### config.mk
export PLATFORM = sky130hd
export DESIGN_NAME = dmem_responder
export DESIGN_NICKNAME = d
export VERILOG_FILES = /design/src/rtl/dmem_responder.sv
export SDC_FILE = /design/constraint.sdc
export NUM_CORES = 1
export LEC_CHECK = 0
export CAP_MARGIN = 30
export CORE_MARGIN = 1
export CORE_UTILIZATION = 30
export DETAILED_ROUTE_END_ITERATION = 10
export PLACE_DENSITY = 0.72
export SYNTH_ARGS = -nofsm -noshare
export SYNTH_HDL_FRONTEND = slang
export SYNTH_SLANG_ARGS = --single-unit
export TNS_END_PERCENT = 5
### constraint.sdc
create_clock -name CLK -period 1.85 [get_ports CLK]
set_input_delay 0.37 -clock CLK [delete_from_list [all_inputs] [get_ports CLK]]
set_output_delay 0.37 -clock CLK [all_outputs]
set_load 0.005 [all_outputs]
### src/rtl/dmem_responder.sv
// Memory-side responder for the EX/MEM data-request interface: runs one
// dREN/dWEN request at a time against the RAM handshake and returns a dHit pulse.
module dmem_responder #(
  parameter int unsigned TIMEOUT = 16,
  parameter int unsigned CNTW    = 16,
  parameter logic [31:0] ERRWORD = 32'hBAD1BAD1
) (
  input  logic            CLK,
  input  logic            RST,
  input  logic            dREN,
  input  logic            dWEN,
  input  logic [31:0]     daddr,
  input  logic [31:0]     dstore,
  input  logic            halt,
  output logic            dHit,
  output logic [31:0]     dload,
  output logic            derr,
  output logic            ramREN,
  output logic            ramWEN,
  output logic [31:0]     ramaddr,
  output logic [31:0]     ramstore,
  input  logic [31:0]     ramload,
  input  logic [1:0]      ramstate,
  output logic [CNTW-1:0] rd_count,
  output logic [CNTW-1:0] wr_count
);

  localparam int unsigned   TW    = (TIMEOUT > 1) ? $clog2(TIMEOUT) : 1;
  localparam logic [TW-1:0] TLAST = TW'(TIMEOUT - 1);
  localparam logic [1:0]    RS_ACCESS = 2'd2;
  localparam logic [1:0]    RS_ERROR  = 2'd3;

  typedef enum logic [1:0] {
    IDLE = 2'd0,
    REQ  = 2'd1,
    RESP = 2'd2,
    ERR  = 2'd3
  } state_e;

  state_e          state_q, state_d;
  logic [TW-1:0]   tcnt_q, tcnt_d;
  logic            dhit_q, dhit_d;
  logic [31:0]     dload_q, dload_d;
  logic            derr_q, derr_d;
  logic            ramren_q, ramren_d;
  logic            ramwen_q, ramwen_d;
  logic [31:0]     ramaddr_q, ramaddr_d;
  logic [31:0]     ramstore_q, ramstore_d;
  logic [CNTW-1:0] rd_count_q, rd_count_d;
  logic [CNTW-1:0] wr_count_q, wr_count_d;

  function automatic logic [CNTW-1:0] sat_inc(input logic [CNTW-1:0] v);
    return (&v) ? v : v + CNTW'(1);
  endfunction

  // Next-state and registered-output computation
  always_comb begin
    state_d    = state_q;
    tcnt_d     = tcnt_q;
    dhit_d     = 1'b0;
    dload_d    = dload_q;
    derr_d     = derr_q;
    ramren_d   = ramren_q;
    ramwen_d   = ramwen_q;
    ramaddr_d  = ramaddr_q;
    ramstore_d = ramstore_q;
    rd_count_d = rd_count_q;
    wr_count_d = wr_count_q;
    case (state_q)
      IDLE: begin
        if (!halt && (dREN || dWEN)) begin
          if ((dREN && dWEN) || (daddr[1:0] != 2'b00)) begin
            state_d = ERR;
            dhit_d  = 1'b1;
            dload_d = ERRWORD;
            derr_d  = 1'b1;
          end else begin
            state_d    = REQ;
            ramaddr_d  = daddr;
            ramstore_d = dstore;
            ramren_d   = dREN;
            ramwen_d   = dWEN;
            tcnt_d     = '0;
          end
        end else begin
          state_d = IDLE;
        end
      end
      REQ: begin
        tcnt_d = tcnt_q + TW'(1);
        // ACCESS is checked first so it beats a timeout expiring in the same cycle
        if (ramstate == RS_ACCESS) begin
          state_d  = RESP;
          dhit_d   = 1'b1;
          ramren_d = 1'b0;
          ramwen_d = 1'b0;
          if (ramren_q) begin
            dload_d    = ramload;
            rd_count_d = sat_inc(rd_count_q);
          end else begin
            wr_count_d = sat_inc(wr_count_q);
          end
        end else if ((ramstate == RS_ERROR) || (tcnt_q == TLAST)) begin
          state_d  = ERR;
          dhit_d   = 1'b1;
          dload_d  = ERRWORD;
          derr_d   = 1'b1;
          ramren_d = 1'b0;
          ramwen_d = 1'b0;
        end else begin
          state_d = REQ;
        end
      end
      RESP:    state_d = IDLE;
      ERR:     state_d = IDLE;
      default: begin
        state_d  = IDLE;
        ramren_d = 1'b0;
        ramwen_d = 1'b0;
      end
    endcase
  end

  // State and output registers with synchronous reset
  always_ff @(posedge CLK) begin
    if (RST) begin
      state_q    <= IDLE;
      tcnt_q     <= '0;
      dhit_q     <= 1'b0;
      dload_q    <= 32'h0000_0000;
      derr_q     <= 1'b0;
      ramren_q   <= 1'b0;
      ramwen_q   <= 1'b0;
      ramaddr_q  <= 32'h0000_0000;
      ramstore_q <= 32'h0000_0000;
      rd_count_q <= '0;
      wr_count_q <= '0;
    end else begin
      state_q    <= state_d;
      tcnt_q     <= tcnt_d;
      dhit_q     <= dhit_d;
      dload_q    <= dload_d;
      derr_q     <= derr_d;
      ramren_q   <= ramren_d;
      ramwen_q   <= ramwen_d;
      ramaddr_q  <= ramaddr_d;
      ramstore_q <= ramstore_d;
      rd_count_q <= rd_count_d;
      wr_count_q <= wr_count_d;
    end
  end

  assign dHit     = dhit_q;
  assign dload    = dload_q;
  assign derr     = derr_q;
  assign ramREN   = ramren_q;
  assign ramWEN   = ramwen_q;
  assign ramaddr  = ramaddr_q;
  assign ramstore = ramstore_q;
  assign rd_count = rd_count_q;
  assign wr_count = wr_count_q;

endmodule

==> results by group <==
Drt
  • DR WL/cell: ~15 um
  • Routed wire length: roughly 18,000 um
  • Via count: a little under 6k
  • First-pass iteration count of the detailed router: 5
  • Via density per instance: just under 5
  • Residual DRC: 0
  • Starting DRT DRC Count: around 310
  • Post-route antenna net violation count: 0

STA
  • Fin. Hold Viols: 0
  • Slew @ Worst Pin: about 0.68 ns
  • Slew HR: 0.547
  • Final Skew: roughly 0.011 ns
  • Unrepaired setup endpoints after global routing: true
  • Final Max Tran Viols: 0
  • Crit share post-route: 1.00
  • Final hold slack: approximately 0.40 ns
  • Tmin final: between 1.5 and 2 ns
  • Fmax: approximately 540 MHz
  • Final worst slack: -0.00215 ns
  • Endpoints failing setup: 2

Synthesis
  • Library cells used by synthesis: 49
  • Top post-synthesis cells by area: dfxtp_1, nand2_1, a21oi_1, a211oi_1, o31ai_1
  • Syn avg cell area: approximately 8.5 um^2
  • Share of the synthesized area in the top cell type: 0.478
  • Synth area leader: dfxtp_1
  • Cell count after synthesis: a little under 700
  • Ys flop type: dfxtp_1
  • Post-synthesis net count: about 780
  • Most common cell in the netlist: dfxtp_1
  • Number of synthesized flops with an enable pin: 0
  • Ys async rst share: 0
  • Seq/Total Area, Yosys: 0.478
  • Register bit total from synthesis: 138
  • Yosys warnings: 0
  • Post-Syn Area: a little under 6000 um^2
  • Commonest cells post-synth: dfxtp_1, nand2_1, a21oi_1

Layout
  • Antenna cells: 0
  • Storage cell area: around 2800 um^2
  • Layout cells sized above 1: 0.126
  • Final #Nets: approximately 1.0k
  • P&R area growth vs syn: 61.7%
  • Final Instance Count excl. Fillers: between 1k and 1.5k
  • Footprint of the multi-input gates: between 2000 and 3000 um^2
  • Fillers: ~1.8k

Placement
  • RePlAce Congestion: roughly 0.75
  • Dpl ws: -0.571 ns
  • DP HPWL: around 12,000 um
  • Post-Place Cells: about 1.1k
  • IO Port Bufs: between 200 and 250

Run status
  • Status: complete, but fails checks
  • Failing checks: setup timing

Run
  • Max cap viols: 0

Worst setup path
  • CP Data Arrival Time: between 2 and 2.5 ns
  • Slowest-stage cell, CP: clkdlybuf4s50_1
  • CP cell instances: clkdlybuf4s50_1, or3_1, buf_4, o22ai_4, o21ai_2, a221o_1
  • Largest fanout on the critical path: 15
  • Worst setup SP type: primary input
  • RR Startpoint: state_q[1]
  • Worst setup path start: halt
  • Reg2Reg Setup Slack: ~0.050 ns
  • Reg2reg end: dload[30]
  • Max stage delay on crit path: between 0.4 and 0.5 ns
  • Crit. End Element: flop
  • Crit path kind: in2reg
  • CP required: roughly 2.2 ns
  • Worst setup endpoint: dload[30]
  • Path depth of the worst reg2reg path: 5

Clock network
  • Clock buffer count from CTS: 17
  • Clk sink count: between 100 and 150
  • Setup Fix Bufs, Post-CTS: 0
  • Worst-Skew Late Latency: 0.41 ns
  • CTS tree: done
  • Root buf cell: clkbuf_16
  • Max clock buf depth: 2
  • Hold Buf Count CTS: 0
  • Clk slew on worst S/H paths: roughly 0.060 ns
  • H-tree depth: 4

Hold path
  • Hold crit path type: in2reg

Global routing
  • Overflow after GRT: 0
  • Largest net degree at the start of global routing: 41
  • Vias in the first global route: between 5k and 6k
  • Total track usage: 0.173
  • Initial antenna violation count: 0
  • First-pass GRT wire length: roughly 28,000 um

Die
  • Row count: 50
  • DIE WIDTH: 141 um
  • Die area: between 15,000 and 20,000 um^2
  • I/O pin cnt: between 200 and 250
  • Initial Util: 0.308
  • Core ar.: around 19,000 um^2
  • Die Ht: roughly 140 um

Power and ir drop
  • Leakage: ~0.0033 uW
  • Cell Pwr Density: approximately 760 nW/um^2
  • Maximum vdd drop: between 500 and 600 uV
-- worst min path at each step --
| stage | startpoint | endpoint | slack, ns | depth (start not counted) |
|---|---|---|---|---|
| after global placement | dload[25] | dload[25] | 0.44 | 2 |
| after detailed placement | dload[31] | dload[31] | 0.44 | 2 |
| after floorplan | dload[0] | dload[0] | 0.45 | 2 |
| after global routing | RST | dload[12] | 0.39 | 2 |
| final | RST | dload[20] | 0.40 | 2 |
| after CTS | RST | dload[15] | 0.36 | 2 |
-- layout by cell type (no fill, tap or decap), types with 9 or more instances in the layout --
cell,synthesis,routed
a211oi_1,19,10
o31ai_1,19,18
clkbuf_16,0,17
nor2b_1,20,20
or4_1,17,16
a221o_1,14,14
dfxtp_1,138,134
and3_1,18,18
nand3_1,14,14
a21oi_1,95,94
nor2_1,32,31
clkdlybuf4s50_1,0,231
nand2_1,136,136
a211oi_2,0,9
buf_4,0,43
inv_1,27,27
-- where the power goes --
group / internal [uW] / switching [uW]
Combinational: 489 / 331
Clock: 1910 / 1250
Sequential: 3070 / 54.2
-- layer usage --
layer	GRT usage	wire length [um]
met5	0	0
met4	0.0481	142
met3	0.0577	1190
met2	0.289	8580
met1	0.212	7650
-- worst max-delay path, delay by kind of cell --
family	cells	cell delay (ns)
AOI/OAI and AO/OA	3	0.81
and+or+nand+nor	1	0.39
buffers and inverters	2	0.58
-- cell type report --
type | instances | area share
clock buffers | 24 | 0.0505
repair buffers | 286 | 0.304
clock inverters | 7 | 0.00737
flip-flops and latches | 138 | 0.297
well taps | 234 | 0.0314
multi-input cells | 465 | 0.299
inverters | 27 | 0.0109
-- stage by stage --
step	area (um^2)	utilization	TNS, ns	total power, uW
final	9340	0.498	-0.00268	7100
after global routing	9340	0.498	-1.51	7430
after CTS	9210	0.490	-0.0679	7180
after detailed placement	8660	0.461	-49.16	3970
after global placement	8660	0.461	-47.20	3960
after floorplan	5770	-	0	3460
-- registers in the layout, indices dropped and copies added, names as in the netlist --
name      cells
ramaddr      32
wr_count     16
state_q       2
tcnt_q        4
ramWEN        1
ramREN        1
dHit          1
ramstore     32
derr          1
rd_count     16
dload        32
-- cells by family (layout without fill, tap and decap cells) --
group           after synthesis  in the layout  share of synthesized area
buf+inv                      74            344                     0.0602
mux                           6              6                     0.0113
compound gates              170            171                      0.191
simple gates                285            285                      0.253
flops                       138            138                      0.478
fa+ha+maj                     3              3                    0.00650
-- repair_timing --
action                     in CTS  in global routing
pin swaps                       1                  7
setup endpoints to repair      25                 67
gates resized for setup         3                 30
gates cloned                    0                  1
(Power assumes the default switching activity.)
